## src/rtl/double_mult_issue_queue_pkg.sv

```systemverilog
// Shared types for the multiplier operand-pair issue queue.
// The tag type matches the tag the double-precision multiplier consumes.
package double_mult_issue_queue_pkg;

  localparam int DMQ_DEPTH = 8;
  localparam int TAG_W     = 8;

  typedef logic [TAG_W-1:0] TAG;

  typedef struct packed {
    logic [63:0] a;
    logic [63:0] b;
    TAG          tag;
  } dmq_entry_t;

  localparam int ENTRY_W = $bits(dmq_entry_t);

endpackage

```

## src/rtl/double_mult_issue_queue_circ_buf.sv

```systemverilog
// Circular buffer for operand pairs: storage, read/write pointers and occupancy.
// The caller guarantees push only when not full and pop only when not empty.
module dmq_circ_buf
  import double_mult_issue_queue_pkg::*;
#(
  parameter int DEPTH = DMQ_DEPTH,
  parameter int CNT_W = $clog2(DEPTH + 1)
) (
  input  logic               clk,
  input  logic               reset_n,
  input  logic               push,
  input  logic               pop,
  input  logic               flush,
  input  logic [ENTRY_W-1:0] wr_entry,
  output logic [ENTRY_W-1:0] head,
  output logic [CNT_W-1:0]   count,
  output logic               full,
  output logic               empty
);

  localparam int PTR_W = $clog2(DEPTH);

  logic [PTR_W-1:0] wp_q, wp_d;
  logic [PTR_W-1:0] rp_q, rp_d;
  logic [CNT_W-1:0] count_q, count_d;
  dmq_entry_t       mem_q [DEPTH];

  // DEPTH is a power of two, so pointer wrap is plain overflow.
  always_comb begin
    wp_d    = wp_q;
    rp_d    = rp_q;
    count_d = count_q;
    if (flush) begin
      wp_d    = '0;
      rp_d    = '0;
      count_d = '0;
    end else begin
      if (push) wp_d = wp_q + PTR_W'(1);
      if (pop)  rp_d = rp_q + PTR_W'(1);
      case ({push, pop})
        2'b10:   count_d = count_q + CNT_W'(1);
        2'b01:   count_d = count_q - CNT_W'(1);
        default: count_d = count_q;
      endcase
    end
  end

  always_ff @(posedge clk or negedge reset_n) begin
    if (!reset_n) begin
      wp_q    <= '0;
      rp_q    <= '0;
      count_q <= '0;
    end else begin
      wp_q    <= wp_d;
      rp_q    <= rp_d;
      count_q <= count_d;
    end
  end

  // Payload storage is not reset; the head is only meaningful when not empty.
  always_ff @(posedge clk) begin
    if (push) mem_q[wp_q] <= dmq_entry_t'(wr_entry);
  end

  assign head  = mem_q[rp_q];
  assign count = count_q;
  assign full  = (count_q == CNT_W'(DEPTH));
  assign empty = (count_q == '0);

endmodule

```

## src/rtl/double_mult_issue_queue.sv

```systemverilog
// Issue queue feeding the pipelined double multiplier: in-order, first-word
// fall-through, released only when neither the multiplier nor the system stalls.
module double_mult_issue_queue
  import double_mult_issue_queue_pkg::*;
#(
  parameter int DEPTH = DMQ_DEPTH,
  parameter int CNT_W = $clog2(DEPTH + 1)
) (
  input  logic             clk,
  input  logic             reset_n,
  input  logic             flush,
  input  logic             in_valid,
  output logic             in_ready,
  input  logic [63:0]      in_a,
  input  logic [63:0]      in_b,
  input  logic [TAG_W-1:0] in_tag,
  input  logic             mult_stall,
  input  logic             global_stall,
  output logic [63:0]      out_a,
  output logic [63:0]      out_b,
  output logic [TAG_W-1:0] out_tag,
  output logic             out_valid,
  output logic [CNT_W-1:0] count,
  output logic [31:0]      num_blocked
);

  // Handshake: a pair moves in on any edge where in_valid && in_ready, and out
  // on any edge where out_valid is high (the multiplier always takes it then).
  // in_ready ignores same-cycle pops so no stall path reaches the producer.

  logic             full, empty, push, pop;
  logic [CNT_W-1:0] count_w;
  dmq_entry_t       head, wr_entry;
  logic [31:0]      blocked_q, blocked_d;

  assign in_ready  = reset_n && !full && !flush;
  assign out_valid = !empty && !mult_stall && !global_stall && !flush;
  assign push      = in_valid && in_ready;
  assign pop       = out_valid;

  assign wr_entry = '{a: in_a, b: in_b, tag: in_tag};

  dmq_circ_buf #(
    .DEPTH (DEPTH),
    .CNT_W (CNT_W)
  ) u_buf (
    .clk      (clk),
    .reset_n  (reset_n),
    .push     (push),
    .pop      (pop),
    .flush    (flush),
    .wr_entry (wr_entry),
    .head     (head),
    .count    (count_w),
    .full     (full),
    .empty    (empty)
  );

  assign out_a   = head.a;
  assign out_b   = head.b;
  assign out_tag = head.tag;
  assign count   = count_w;

  // Held-back cycles; flush cycles are excluded and flush does not clear it.
  always_comb begin
    blocked_d = blocked_q;
    if (!empty && !out_valid && !flush && (blocked_q != '1)) begin
      blocked_d = blocked_q + 32'd1;
    end
  end

  always_ff @(posedge clk or negedge reset_n) begin
    if (!reset_n) blocked_q <= '0;
    else          blocked_q <= blocked_d;
  end

  assign num_blocked = blocked_q;

endmodule
```

## config.mk

```make
export PLATFORM = sky130hd
export DESIGN_NAME = double_mult_issue_queue
export DESIGN_NICKNAME = d
export VERILOG_FILES = /design/src/rtl/double_mult_issue_queue_pkg.sv /design/src/rtl/double_mult_issue_queue_circ_buf.sv /design/src/rtl/double_mult_issue_queue.sv
export SDC_FILE = /design/constraint.sdc
export NUM_CORES = 1
export LEC_CHECK = 0
export ABC_AREA = 1
export BUFFER_PORTS_ARGS = -buffer_cell sky130_fd_sc_hd__clkbuf_2
export CORE_MARGIN = 2
export CORE_UTILIZATION = 38
export DETAILED_ROUTE_END_ITERATION = 8
export GPL_TIMING_DRIVEN = 1
export PLACE_DENSITY_LB_ADDON = 0.3
export RECOVER_POWER = 50
export SLEW_MARGIN = 40
export SYNTH_ARGS = -nofsm -noshare
export SYNTH_HDL_FRONTEND = slang
export SYNTH_SLANG_ARGS = --single-unit
```

## constraint.sdc

```tcl
create_clock -name clk -period 15.2 [get_ports clk]
set_clock_uncertainty 0.15 [all_clocks]
set_input_delay 0.76 -clock clk [delete_from_list [all_inputs] [get_ports clk]]
set_output_delay 0.76 -clock clk [all_outputs]
set_load 0.005 [all_outputs]
```

==> impl_results.md <==
- Post-synthesis sequential area ratio: 75.3%
- Routability Congestion: 0.815
- Synthesized area per cell: 13.4 um^2
- CP cell instances: clkbuf_1 > buf_4 > buf_4 > buf_4 > o21ai_0 > o22ai_1 > nand2_1 > nand2_1 > clkbuf_2
- Peak VDD IR: ~0.10 mV
- Wire per inst: about 20 um
- CTS Sinks: ~1100
- Outcome: finished, violations left
- Synth warn: 0
- Setup Buffers After CTS: 0
- Net switching power: 0.00145 W
- GR Util met2: between 20 and 30%
- Worst min-delay path class: in2reg
- WS Path Type: reg2out
- Post-synth EDFFs: about 1100
- Pre-Repair DR Iteration Count: 5
- CTS root buf: clkbuf_16
- Post-synth top area share: between 70% and 80%
- Initial Util: approximately two fifths
- Final hold viol count: 0
- Pint: between 0.005 and 0.006 W
- Unrepaired setup endpoints after global routing: no
- Total power: around 0.0066 W
- Cts bufs inserted: between 100 and 150
- Post-synth top cells: 1088 x edfxtp_1, 617 x nand2_1, 602 x nor2_1
- Synth area leader: edfxtp_1
- Core ar.: roughly 0.12 mm^2
- Die width: 347 um
- Final wirelength: roughly 110000 um
- Antenna violations before repair: 21
- Setup TNS: 0 ns
- Power Density: approximately 130 mW/mm^2
- Max incr delay on CP: between 2 and 2.5 ns
- Crit path DAT: roughly 8 ns
- Max Cap Violations: 4
- Boundary pin count: around 320
- Clock Latency Late Sink: roughly 0.70 ns
- Die height: 347 um
- Die area: 0.121 mm^2
- Dpl cell area: roughly 0.048 mm^2
- #FFs+latches synth: approximately 1100
- Clock share of power: between 40 and 50%
- Clock Pin Slew Worst Setup and Hold Paths: around 0.06 ns
- Vias in the first global route: approximately 26000
- Final core area utilization: between 40% and 50%
- Failing checks: max-capacitance violations, max-slew violations
- Port bufs: 315
- Count leader, synth: edfxtp_1
- GRT Total Usage: around 17%
- Top_reg_cell synth: edfxtp_1
- CTS tree: done
- Synth top area cells: edfxtp_1 73%, nand2_1 5.2%, nor2_1 5.0%
- Initial DRC count: approximately 2100
- Syn Nets: between 3000 and 4000
- Unique masters post-synth: 31
- GRT Max-Usage Layer: met2
- Crit. End Element: output pin
- Finish-stage setup viols: 0
- Mapped cell area: around 0.045 mm^2
- Relative max-transition margin: -136%
- GR Util met1: 23.1%
- FILL cells: 10600
- Sequential share of power: a little over half
- Post-CTS sizing: 0
- Remaining DRCs: 0
- Synthesized netlist cell count: between 3000 and 4000
- CTS max path bufs: 3
- Crit-path most repeated cell: buf_4
- Ys async rst share: 3.72%
- WP data required: around 14 ns
- Slowest cell on crit path: clkbuf_1
- Met3 Usage GRT: 3.64%
- H-tree Lvls: 3
- Worst-Margin Slew: 3.53 ns
- Final Slew Violations: approximately 250
- Switch share: 22.0%
- Post-DP HPWL: ~56000 um
- Row count: around 130
- Layout Nets: approximately 3800
- First-pass GRT wire length: around 160000 um
- Detailed-route via count: approximately 27000
- Routed Antenna Nets: 0
- Avg Vias per Cell: 5.18
- Pin count of the biggest net entering global routing: between 150 and 200
- Achievable frequency: about 0.11 GHz
- Area delta synth->final: 15.0%
- Final period util: 58.0%
- Tmin final: just under 9 ns
- CTS Hold Buffers Added: 1
- Share of cells above drive strength 1: 10.7%
- Final instance area: a little over 0.05 mm^2
- Leak: between 15 and 20 nW
- Comb power frac: 5.3%
- Total gr overflow: 0
- Startpoint Class: flop
- Crit path max fanout: slightly below 80
==> per-stage QoR <==
step / setup slack, ns / hold WS, ns / instances
after floorplan: 3.76 / 0.314 / 3341
after global placement: 9.83 / 0.367 / 5022
after detailed placement: 9.73 / 0.377 / 5025
after CTS: 8.90 / 0.102 / 5246
after global routing: 5.65 / 0.192 / 5254
final: 6.38 / 0.236 / 5257
==> area by class of cell <==
type                       instances  area (um^2)  area share, %
sequential                      1130        33700           65.5
multi-input combinational       1978         9940           19.3
clock buffer                     139         3030           5.89
timing repair buffer             366         1950           3.79
tap                             1524         1910           3.71
clock inverter                    81          753           1.46
inverter                          31          130          0.253
antenna                            8         20.0         0.0389
==> per-layer routing <==
metal  share of wire (%)  wire [um]
met5                0.16        165
met1                  44      46800
met4                 1.9       2050
met3                 5.6       5960
met2                  48      51400
==> worst paths after layout <==
check,start,end,slack [ns],cells after the start
worst max-delay path,u_buf.rp_q[1],out_tag[4],6.38,9
max in group asynchronous,reset_n,u_buf.rp_q[0],11.93,3
worst min register to register,num_blocked[0],num_blocked[0],0.39,1
worst max register to register,u_buf.rp_q[1],u_buf.rp_q[2],10.26,6
worst min-delay path,in_tag[0],u_buf.mem_q[4][0],0.24,1
min in group asynchronous,reset_n,num_blocked[5],1.27,3
==> power groups by stage <==
stage / sequential, W / combinational [W] / clock (W)
6_report: 0.00345 / 0.000349 / 0.00279
5_1_grt: 0.00345 / 0.000391 / 0.00297
4_1_cts: 0.00346 / 0.000357 / 0.00285
3_5_place_dp: 0.00352 / 0.000355 / 0
3_3_place_gp: 0.00352 / 0.000349 / 0
2_1_floorplan: 0.00352 / 0.000206 / 0
==> sequential cells by signal (all words and copies together), names as in the netlist <==
signal / cells
num_blocked: 32
u_buf.count: 4
u_buf.mem_q: 1088
u_buf.rp_q: 3
u_buf.wp_q: 3
==> cell families after synthesis <==
logic type / count (synthesis) / share of synthesized area (%)
AND/OR/NAND/NOR: 1268 / 11.0
flip-flops: 1130 / 75.3
AO/OA/AOI/OAI: 551 / 7.68
buffers and inverters: 233 / 2.46
multiplexers: 136 / 3.04
XOR/XNOR: 17 / 0.333
adder cells (fa/ha/maj): 6 / 0.184
==> worst max-delay path: cells and delay by family, from the launching register on <==
family | cells | cell delay [ns]
compound gates | 2 | 0.48
simple gates | 2 | 0.27
buf+inv | 5 | 4.64
flops | 1 | 1.63
==> cell usage in the layout (no fill, tap or decap), types with 4 or more instances in the layout <==
master,n
diode_2,8
o21ai_0,277
edfxtp_1,1088
bufinv_16,9
xnor2_1,9
nand3b_1,13
xor2_1,8
buf_16,4
nand2_1,619
nand3_1,15
inv_1,28
clkbuf_16,118
clkinvlp_4,9
clkbuf_2,158
ha_1,5
buf_6,18
dfrtp_1,40
buf_12,4
mux2i_1,136
clkbuf_1,181
nor2_4,4
nand4_1,7
nor2_1,600
clkinv_1,24
clkinv_2,29
o22ai_1,136
o32ai_1,136
buf_4,21
(Power assumes the default switching activity.)
